## config.mk

```make
export PLATFORM = sky130hd
export DESIGN_NAME = mchan_rr_arb_slice_ipa
export DESIGN_NICKNAME = d
export VERILOG_FILES = /design/src/rtl/mchan_pkg.sv /design/src/rtl/mchan_rr_pick_ipa.sv /design/src/rtl/mchan_rr_arb_slice_ipa.sv
export SDC_FILE = /design/constraint.sdc
export NUM_CORES = 1
export LEC_CHECK = 0
export BUFFER_PORTS_ARGS = -buffer_cell sky130_fd_sc_hd__buf_2
export CORE_MARGIN = 2
export CORE_UTILIZATION = 33
export CTS_CLUSTER_SIZE = 12
export DETAILED_ROUTE_END_ITERATION = 6
export PLACE_DENSITY = 0.66
export SYNTH_ARGS = -nofsm -noshare
export SYNTH_HDL_FRONTEND = slang
export SYNTH_SLANG_ARGS = --single-unit
```

## constraint.sdc

```tcl
create_clock -name clk -period 8.2 [get_ports clk]
set_clock_uncertainty 0.1 [all_clocks]
set_input_delay 1.23 -clock clk [delete_from_list [all_inputs] [get_ports clk]]
set_output_delay 1.23 -clock clk [all_outputs]
set_load 0.01 [all_outputs]
```

## src/rtl/mchan_pkg.sv

```systemverilog
// Shared constants and helpers for the multi-channel round-robin arbiter slice.
package mchan_pkg;

    localparam int unsigned MCHAN_N_IN       = 4;
    localparam int unsigned MCHAN_DATA_WIDTH = 32;
    localparam int unsigned MCHAN_MAX_N      = 16;
    localparam int unsigned MCHAN_MAX_ID_W   = 4;

    // OR-reduction of set bit positions; exact for a one-hot (or all-zero) input.
    function automatic logic [MCHAN_MAX_ID_W-1:0] onehot_to_idx(input logic [MCHAN_MAX_N-1:0] oh);
        logic [MCHAN_MAX_ID_W-1:0] idx;
        idx = '0;
        for (int unsigned i = 0; i < MCHAN_MAX_N; i++) begin
            if (oh[i]) idx = idx | MCHAN_MAX_ID_W'(i);
        end
        return idx;
    endfunction

endpackage

```

## src/rtl/mchan_rr_pick_ipa.sv

```systemverilog
// Combinational round-robin pick: first set request at or after ptr, wrapping.
module mchan_rr_pick_ipa
    import mchan_pkg::*;
#(
    parameter int unsigned N_IN     = MCHAN_N_IN,
    parameter int unsigned ID_WIDTH = $clog2(N_IN)
) (
    input  logic [N_IN-1:0]     req,
    input  logic [ID_WIDTH-1:0] ptr,
    output logic [N_IN-1:0]     onehot,
    output logic [ID_WIDTH-1:0] idx,
    output logic                valid
);

    logic                   found;
    logic [ID_WIDTH-1:0]    pos;
    logic [MCHAN_MAX_N-1:0] oh_ext;

    // N_IN is a power of two, so ptr + i wraps naturally in ID_WIDTH bits.
    always_comb begin
        onehot = '0;
        found  = 1'b0;
        pos    = '0;
        for (int unsigned i = 0; i < N_IN; i++) begin
            pos = ptr + ID_WIDTH'(i);
            if (!found && req[pos]) begin
                onehot[pos] = 1'b1;
                found       = 1'b1;
            end
        end
    end

    assign oh_ext = MCHAN_MAX_N'(onehot);
    assign idx    = ID_WIDTH'(onehot_to_idx(oh_ext));
    assign valid  = |req;

endmodule

```

## src/rtl/mchan_rr_arb_slice_ipa.sv

```systemverilog
// Round-robin arbiter feeding a single registered output slice with stall support.
module mchan_rr_arb_slice_ipa
    import mchan_pkg::*;
#(
    parameter int unsigned N_IN       = MCHAN_N_IN,
    parameter int unsigned DATA_WIDTH = MCHAN_DATA_WIDTH,
    parameter int unsigned ID_WIDTH   = $clog2(N_IN)
) (
    input  logic                             clk,
    input  logic                             rst_n,
    input  logic [N_IN-1:0]                  req_i,
    input  logic [N_IN-1:0][DATA_WIDTH-1:0]  data_i,
    output logic [N_IN-1:0]                  gnt_o,
    output logic                             req_o,
    output logic [DATA_WIDTH-1:0]            data_o,
    output logic [ID_WIDTH-1:0]              id_o,
    input  logic                             gnt_i
);

    logic [ID_WIDTH-1:0] ptr;
    logic [N_IN-1:0]     pick_onehot;
    logic [ID_WIDTH-1:0] pick_idx;
    logic                pick_valid;
    logic                free;

    mchan_rr_pick_ipa #(
        .N_IN     (N_IN),
        .ID_WIDTH (ID_WIDTH)
    ) u_pick (
        .req    (req_i),
        .ptr    (ptr),
        .onehot (pick_onehot),
        .idx    (pick_idx),
        .valid  (pick_valid)
    );

    // Slice can accept new contents when empty or being drained this cycle.
    assign free  = !req_o || gnt_i;
    assign gnt_o = (rst_n && free) ? pick_onehot : '0;

    always_ff @(posedge clk or negedge rst_n) begin
        if (!rst_n) begin
            req_o  <= 1'b0;
            data_o <= '0;
            id_o   <= '0;
            ptr    <= '0;
        end else if (free) begin
            if (pick_valid) begin
                req_o  <= 1'b1;
                data_o <= data_i[pick_idx];
                id_o   <= pick_idx;
                ptr    <= pick_idx + ID_WIDTH'(1);
            end else begin
                req_o  <= 1'b0;
            end
        end
    end

endmodule
```

; Word level (Yosys, flattened, before mapping)
; Cells that the tools add are included.
[totals]
out_inout_bits = 39
in_bits = 135
register_bits = 37
[op_classes]
n_addsub = 4
reduce_logical = 15
muxes = 30
order_cmp = 9
bitwise = 3
[op_table]
columns = op, count
row1 = binary-select mux 32 bit (select 2 bit), 1
row2 = two-way mux 32 bit, 1
row3 = two-way mux 4 bit, 5
row4 = < comparator 2 x 3 -> 1 bit (second input constant), 5
row5 = two-way mux 1 bit, 13
row6 = OR 4 bit, 3
row7 = binary-select mux 1 bit (select 2 bit), 4
row8 = demux 1 bit (select 2 bit), 4
row9 = greater-or-equal comparator 2 x 1 -> 1 bit (second input constant), 4
row10 = logical AND 1 bit, 8
row11 = adder 2 x 1 -> 2 bit (second input constant), 2
row12 = adder 2 bit (second input constant), 2
row13 = zero test 1 bit, 4
row14 = two-way mux 2 bit, 2
row15 = OR reduction 4 bit, 1
row16 = AND reduction 2 bit, 1
row17 = logical OR 1 bit, 1

; Longest topological paths before layout
; Gate-level depths: netlist of run 1.
[depth]
ltp_word = 17
ltp_mapped = 13
mapped_depth_nobuf = 9

; Modules after synthesis
; From an unflattened synthesis of run 1, not the netlist that was laid out.
[unflattened]
cells_unflattened = 168
area_unflattened_um2 = 2613.8
[by_module_without_submodules]
columns = module, cells_per_inst, n_inst, area_per_inst_um2, seq_area_each_um2
row1 = mchan_rr_arb_slice_ipa, 125, 1, 2219.6, 925.9
row2 = mchan_rr_pick_ipa, 43, 1, 394.1, 0.0

; Worst setup path after synthesis of run 1
; OpenSTA, ideal clock, no wires.
[synth_path]
path_kind = input port to output port
startpoint = input req_i[3]
endpoint = output gnt_o[1]
slack_ns = 4.053
required_ns = 6.870
path_stages = 7
t_arrival_ns = 2.817
cell_sequence = mux4_2 > nor2_1 > and2_4 > a221o_1 > buf_6 > buf_4 > nor2b_1
[synth_between]
elab_chain_cells = 13
[synth_lines]
columns = element, line_no
row1 = "start, declared", mchan_rr_arb_slice_ipa.sv:11  ; input logic [N_IN-1:0] req_i,
row2 = binary-select mux 1 bit (select 2 bit), mchan_rr_pick_ipa.sv:26  ; if (!found && req[pos]) begin
row3 = two-way mux 1 bit (implied by the code), mchan_rr_pick_ipa.sv:26
row4 = two-way mux 1 bit, mchan_rr_pick_ipa.sv:26
row5 = zero test 1 bit, mchan_rr_pick_ipa.sv:26
row6 = logical AND 1 bit, mchan_rr_pick_ipa.sv:26
row7 = two-way mux 1 bit, mchan_rr_pick_ipa.sv:26
row8 = zero test 1 bit, mchan_rr_pick_ipa.sv:26
row9 = logical AND 1 bit, mchan_rr_pick_ipa.sv:26
row10 = two-way mux 1 bit, mchan_rr_pick_ipa.sv:26
row11 = zero test 1 bit, mchan_rr_pick_ipa.sv:26
row12 = logical AND 1 bit, mchan_rr_pick_ipa.sv:26
row13 = two-way mux 4 bit (*), mchan_rr_pick_ipa.sv:26
row14 = two-way mux 4 bit (*), mchan_rr_arb_slice_ipa.sv:39  ; assign gnt_o = (rst_n && free) ? pick_onehot : '0;
row15 = "end, declared", mchan_rr_arb_slice_ipa.sv:13  ; output logic [N_IN-1:0] gnt_o,
; Every way passes the cells marked *; elsewhere a longest branch is shown, timed or not. The select of a mux whose other input is x is not followed.

; Worst setup path after layout of run 1
[layout_path]
startpoint = register ptr[0]
endpoint = output gnt_o[1]
[layout_between]
elab_chain_cells = 13
[layout_lines]
columns = element, line_no
row1 = "start, declared", mchan_rr_arb_slice_ipa.sv:20  ; logic [ID_WIDTH-1:0] ptr;
row2 = "start signal, assigned", mchan_rr_arb_slice_ipa.sv:52  ; ptr <= pick_idx + ID_WIDTH'(1);
row3 = branches (longest 11 deep; another with < comparator 2 x 3 -> 1 bit), --
row4 = two-way mux 4 bit (*), mchan_rr_pick_ipa.sv:26
row5 = two-way mux 4 bit (*), mchan_rr_arb_slice_ipa.sv:39
; Every way passes the cells marked *. The select of a mux whose other input is x is not followed.

==> results of run 1 <==
-- state kept, by name, summed over array words and instances (netlist names) --
register,cells
req_o,1
ptr,2
data_o,32
id_o,2
-- metal layers --
layer	vias up	track usage	part of all wire
met2	112	0.302	0.49
met4	0	0.0478	0.010
met3	8	0.0488	0.087
met5	-	0	0
li1	1268	-	-
met1	1199	0.213	0.41
-- worst max-delay path: cells and delay by family (launching register included) --
family,cells,cell delay [ns]
adders and majority gates,1,0.42
buffers and inverters,2,0.32
DFF,1,0.62
AOI/OAI and AO/OA,1,0.48
muxes,1,0.60
and+or+nand+nor,3,0.58
-- cell families after synthesis --
family	count (synthesis)
multiplexers	68
XOR/XNOR	1
AO/OA/AOI/OAI	47
AND/OR/NAND/NOR	66
buffers and inverters	23
adder cells (fa/ha/maj)	6
flip-flops	37
-- per-stage QoR --
step	total power (uW)	std cells	instance area, um2	setup slack (ns)
2_1_floorplan	1110	248	2610	4.05
3_3_place_gp	1250	508	3480	3.57
3_5_place_dp	1270	508	3480	3.48
4_1_cts	1410	515	3560	3.53
5_1_grt	1500	515	3560	3.33
6_report	1380	515	3560	3.57
-- final cells by class --
class                           instances  area, um2
Inverter                                4       15.0
Tap cell                              102        128
Clock buffer                            7       86.3
Fill cell                             764       4130
Multi-Input combinational cell        188       1510
Sequential cell                        37        926
Timing Repair Buffer                  177        896
-- placed cells by master (no fill, tap or decap), drive strengths merged, types with 2 or more instances in the layout --
cell    Yosys  routed
inv         4       4
nor3b       2       2
a221oi      3       3
buf        13     177
dfrtp      37      37
a21oi       2       2
o221ai     32      32
and2        2       2
ha          6       6
clkbuf      6       7
mux4        4       4
mux2i      64      64
o21ai       5       5
nor2b       3       3
nor2        5       5
nand2      45      45
nand3       3       3
nor3        2       2
-- path summary, 6_finish.rpt --
path	start	end	slack [ns]	depth (start not counted)
min in group asynchronous	rst_n	data_o[23]	0.89	2
max in group asynchronous	rst_n	data_o[7]	6.76	2
hold / removal	data_o[5]	data_o[5]	0.38	2
setup / recovery	ptr[0]	gnt_o[1]	3.57	8
hold reg to reg	data_o[5]	data_o[5]	0.38	2
setup reg to reg	ptr[0]	data_o[18]	3.71	11
-- where the power goes --
group	total (uW)	switching, uW	leakage, uW	internal [uW]
sequential	331	56.2	0.000450	275
combinational	923	496	0.00139	427
clock	127	60.1	0.0000443	66.7
==> out/qor.csv, run 1 <==
stage;metric;value;unit
global_routing;grt_pass1_vias;2547;
synthesis;syn_avg_cell_area;10.5;um2
cts;cts_buffers;5;
timing;maxSlewHeadroom;0.246;
synthesis;synthesis.area;2600;um2
route;wl_per_cell;14.4;um
final_layout;syn_to_final_growth;36.7;%
power;ir_drop;177;uV
route;postRouteAntennaNets;0;
cts;ctsHoldBuffers;0;
global_routing;track_usage;0.175;
timing;rsz0062_at_grt;false;
place;place.port_buffers;173;
die;die_height;92.8;um
setup_path;crit_type;register to primary output;
global_routing;gr-total-overflow;0;
route;wirelength;7.43;mm
final_layout;insertedDiodeCount;0;
final_layout;final_layout_size_suffix_gt1_frac;0.465;
synthesis;synth_top_family_by_area;multiplexers;
die;initial_core_util;0.339;
synthesis;ys.flop_type;dfrtp_1;
synthesis;netlist.area_leader.share;0.355;
synthesis;ys_warn_count;0;
global_routing;grt_max_degree;39;
route;vias;2587;
synthesis;synth_commonest_cells;64 x mux2i_1, 45 x nand2_1, 37 x dfrtp_1;
cts;clockBufferDepth;2;
cts;cts_tree;done;
cts;cts_resized;0;
power;p_leak;0.00189;uW
route;viasPerCell;5.02;
synthesis;synthSimpleGateAreaFrac;0.115;
die;io-pin-count;174;
setup_path;crit_path_max_fanout;17;
synthesis;synth_nets;389;
timing;fin_crit;4.63;ns
setup_path;crit_path_start_kind;register;
synthesis;yosys.cell_types.count;34;
cts;clock-root-buffer;clkbuf_8;
cts;cts_sinks;37;
cts;post_cts_buffers;0;
final_layout;nets;554;
die;die_w;92.8;um
synthesis;synthCells;248;
hold_path;hold_path.class;register to register;
setup_path;crit_required;6.87;ns
route;first_pass_iters;4;
timing;min_period_over_period;0.565;
timing;max_freq;0.216;GHz
global_routing;antenna_found_initial;0;
final_layout;fin_util;0.463;
synthesis;synth-xor-area-share;0.00336;
timing;tightestPinTransition;1.13;ns
place;gp_congestion;0.777;
cts;ctsHtreeMaxLevel;2;
synthesis;async_flop_share;1.00;
global_routing;grt_pass1_wl;12.0;mm
status;outcome;finished clean;
setup_path;arrival;3.30;ns
cts;clk_latency;0.28;ns
synthesis;synth_top_area_cell;dfrtp_1;
synthesis;yosys.area_share.adder;0.0288;
setup_path;max_stage_delay;0.62;ns
power;p_per_area;388;nW/um2
die;dieArea;8620;um2
setup_path;worstPathCellList;inv_1 -> ha_1 -> mux4_2 -> nor2_1 -> and2_4 -> a221o_2 -> nor2b_1 -> buf_2;
setup_path;cp_slowest_cell;dfrtp_1;
job;cap_violations;0;
timing;final-max-slew-violation-count;0;
place;dpl.hpwl;5.74;mm
timing;finalSetupTns;0;ns
synthesis;ys_ff_latch;37;
die;core;7690;um2
timing;hold_violations;0;
timing;setup_viol_count_final;0;
route;drc_errors;0;
synthesis;synth_edf_count;0;
synthesis;ys_seq_area_frac;0.355;
synthesis;synth_area_leaders;dfrtp_1 36%, mux2i_1 25%, o221ai_1 11%, nand2_1 6.5%, mux4_2 3.5%;
route;drtIter0Drc;73;
synthesis;yosysMostFrequentCell;mux2i_1;
synthesis;synth_mux_area_frac;0.280;
synthesis;synth-compound-area-share;0.152;
setup_path;crit_path_end_kind;primary output;
timing;whs;0.383;ns
cts;clkTransAtPathRegs;0.07;ns
die;row_count;32;
(Power assumes the default switching activity.)
==> inputs of run 2 (changes only) <==
ABC_AREA = 1   (was default)
PLACE_DENSITY = default   (was 0.66)
clock period = 4.3 ns   (was 8.2 ns; I/O delays follow)
==> run 2 against run 1 <==
Clock-buffer cell count down 1. Sequential power up 97%. Via count up 56%. Die area up 28%.
==> out/qor.csv, run 2 <==
stage;metric;value;unit;change
status;outcome;finished clean;;
final_layout;stdcell_count;905;;+76%
timing;max_freq;0.289;GHz;
cts;clock-root-buffer;clkbuf_8;;
synthesis;ys.flop_type;dfrtp_1;;
final_layout;stdcell_area;4400;um2;+24%
synthesis;synth_area_leaders;nand2_1 28%, dfrtp_1 27%, nand3_1 12%, inv_1 12%, nor2_1 8.1%;;
die;die_height;105;um;+13%
synthesis;yosysMostFrequentCell;nand2_1;;
synthesis;synth_top_area_cell;nand2_1;;
timing;tightestPinTransition;1.02;ns;-0.108 ns
place;place.port_buffers;173;;unchanged
die;die_w;105;um;+13%
die;dieArea;11000;um2;+28%
route;vias;4042;;+56%
global_routing;gr-total-overflow;0;;unchanged
synthesis;syn_avg_cell_area;5.49;um2;-48%
global_routing;grt_pass1_wl;17.9;mm;+49%
final_layout;nFillCells;1099;;+44%
cts;ctsHoldBuffers;0;;unchanged
route;viasPerCell;4.47;;-11%
timing;setup_viol_count_final;0;;unchanged
final_layout;insertedDiodeCount;0;;unchanged
timing;final-max-slew-violation-count;0;;unchanged
setup_path;regToRegStartpoint;ptr[0];;
cts;clkTransAtPathRegs;0.08;ns;about the same
setup_path;max_stage_delay;0.54;ns;-0.08 ns
cts;cts_tree;done;;
die;initial_core_util;0.342;;+0.00309
power;p_per_area;910;nW/um2;+130%
final_layout;final_cell_mix;255 x nand2_1, 173 x buf_2, 106 x inv_1;;
place;place_inst;897;;+77%
final_layout;regArea;926;um2;unchanged
synthesis;yosys.cell_types.count;27;;-21%
synthesis;ys_ff_latch;37;;unchanged
hold_path;hold_path.class;input port to async pin;;
timing;finalSetupTns;0;ns;unchanged
timing;min_period_over_period;0.806;;
place;place_area;4300;um2;+24%
final_layout;nets;912;;+65%
route;first_pass_iters;4;;unchanged
setup_path;crit_path_start_kind;register;;
route;route.met2.wl;4.91;mm;+35%
synthesis;async_flop_share;1.00;;unchanged
timing;fin_crit;3.46;ns;
setup_path;worstPathCellList;inv_2 -> ha_1 -> inv_1 -> nand3_1 -> nand2_1 -> nand3_1 -> nand2_1 -> clkinv_1 -> nand2_1 -> nor2_4 -> nand2_2 -> buf_4 -> nor2_2 -> o21ai_1 -> o211ai_1;;
cts;clk_latency;0.29;ns;about the same
synthesis;ys_seq_area_frac;0.274;;-0.0809
setup_path;r2r-end;ptr[1];;
route;wl_met3;800;um;+24%
timing;whs;0.366;ns;-0.0167 ns
global_routing;antenna_found_initial;0;;unchanged
final_layout;syn_to_final_growth;30.5;%;
die;io-pin-count;174;;unchanged
synthesis;synthesis.area;3370;um2;+29%
synthesis;synth_edf_count;0;;unchanged
final_layout;multi_input_area;1860;um2;+23%
route;top_layer;met4;;
cts;post_cts_buffers;0;;unchanged
setup_path;r2r_setup_slack;0.84;ns;-2.87 ns
timing;rsz0062_at_grt;false;;
timing;maxSlewHeadroom;0.316;;+0.0693
setup_path;cp_common_cell;nand2_1;;
final_layout;final_common_cell;nand2_1;;
synthesis;synthCells;614;;+150%
route;drc_errors;0;;unchanged
cts;ctsHtreeMaxLevel;2;;unchanged
route;wl_per_cell;11.6;um;-19%
cts;cts_sinks;37;;unchanged
route;route.layer.met1.wl;4.66;mm;+51%
route;drtIter0Drc;158;;+120%
setup_path;arrival;3.57;ns;+0.27 ns
synthesis;synth_nets;755;;+94%
final_layout;largest_register_ff_count;32;;unchanged
cts;cts_resized;0;;unchanged
job;cap_violations;0;;unchanged
timing;hold_violations;0;;unchanged
power;power.total;4000;uW;+190%
setup_path;crit_required;4.41;ns;-2.46 ns
place;dpl.hpwl;7.90;mm;+38%
setup_path;crit_path_end_kind;register;;
cts;clockBufferDepth;2;;unchanged
final_layout;reg_top3;data_o: 32 flops, id_o: 2 flops, ptr: 2 flops;;
global_routing;grt_max_degree;42;;+7.7%
final_layout;top_register;data_o;;
synthesis;netlist.area_leader.share;0.285;;-0.0706
route;postRouteAntennaNets;0;;unchanged
setup_path;r2r_cells;15;;+4
setup_path;cp_slowest_cell;dfrtp_1;;
route;wirelength;10.5;mm;+41%
power;p_leak;0.00291;uW;+54%
die;row_count;36;;+13%
die;core;9860;um2;+28%
global_routing;track_usage;0.197;;+0.0218
power;ir_drop;449;uV;+150%
synthesis;ys_warn_count;0;;unchanged
global_routing;grt_pass1_vias;3899;;+53%
final_layout;final_layout_size_suffix_gt1_frac;0.263;;-0.202
cts;cts_buffers;5;;unchanged
setup_path;crit_type;register to register;;
setup_path;crit_path_max_fanout;41;;+24
synthesis;synth_commonest_cells;256 x nand2_1, 106 x inv_1, 80 x nand3_1;;
place;gp_congestion;0.871;;+12%
run 2: changes by cell type after synthesis, moves of 5 or more:
cell | before | now
mux2i_1 | 64 | 0
o221ai_1 | 32 | 0
nor2_1 | 5 | 73
nand2_1 | 45 | 256
inv_1 | 4 | 106
nand3_1 | 3 | 80
inv_2 | 0 | 5
run 2: kinds of logic after synthesis:
| group | after synthesis | synth area share |
|---|---|---|
| simple gates | 420 | 0.513 |
| fa+ha+maj | 6 | 0.0223 |
| compound gates | 7 | 0.0126 |
| flops | 37 | 0.274 |
| buf+inv | 144 | 0.178 |
run 2: power by group:
part | leakage (uW) | internal (uW) | switching, uW
Sequential | 0.000452 | 528 | 125
Clock | 0.0000512 | 130 | 131
Combinational | 0.00241 | 1050 | 2040
Total | 0.00291 | 1710 | 2300
run 2: critical path, delay by kind of cell, from the launching register on:
family | cells | cell delay [ns]
AOI/OAI and AO/OA | 2 | 0.21
adders and majority gates | 1 | 0.37
buffers and inverters | 4 | 0.69
DFF | 1 | 0.54
and+or+nand+nor | 8 | 1.46
run 2: layer usage:
metal  global-route usage  vias to the layer above
met3               0.0424                       12
met1                0.245                     1773
met5                    0                        -
met4               0.0457                        0
met2                0.345                      145
li1                     -                     2112
run 2: worst max path at each step:
stage | startpoint | to | slack [ns] | cells after the start
final | ptr[0] | ptr[1] | 0.84 | 15
after global placement | ptr[0] | data_o[1] | 0.88 | 17
after global routing | ptr[0] | data_o[8] | 0.41 | 17
after floorplan | ptr[0] | gnt_o[1] | 1.63 | 12
after CTS | ptr[0] | ptr[1] | 0.82 | 15
after detailed placement | req_i[0] | ptr[1] | 0.79 | 7
run 2: cell type report:
cell class / instances / area share
Multi-Input combinational cell: 433 / 0.422
Clock buffer: 6 / 0.0188
Timing Repair Buffer: 179 / 0.210
Sequential cell: 37 / 0.210
Inverter: 115 / 0.0981
Tap cell: 133 / 0.0378
Clock inverter: 2 / 0.00313
run 2: through the flow:
| stage | utilization | worst slack (ns) |
|---|---|---|
| after detailed placement | 0.436 | 0.789 |
| final | 0.446 | 0.836 |
| after CTS | 0.446 | 0.815 |
| after global routing | 0.446 | 0.408 |
| after floorplan | - | 1.63 |
| after global placement | 0.436 | 0.878 |
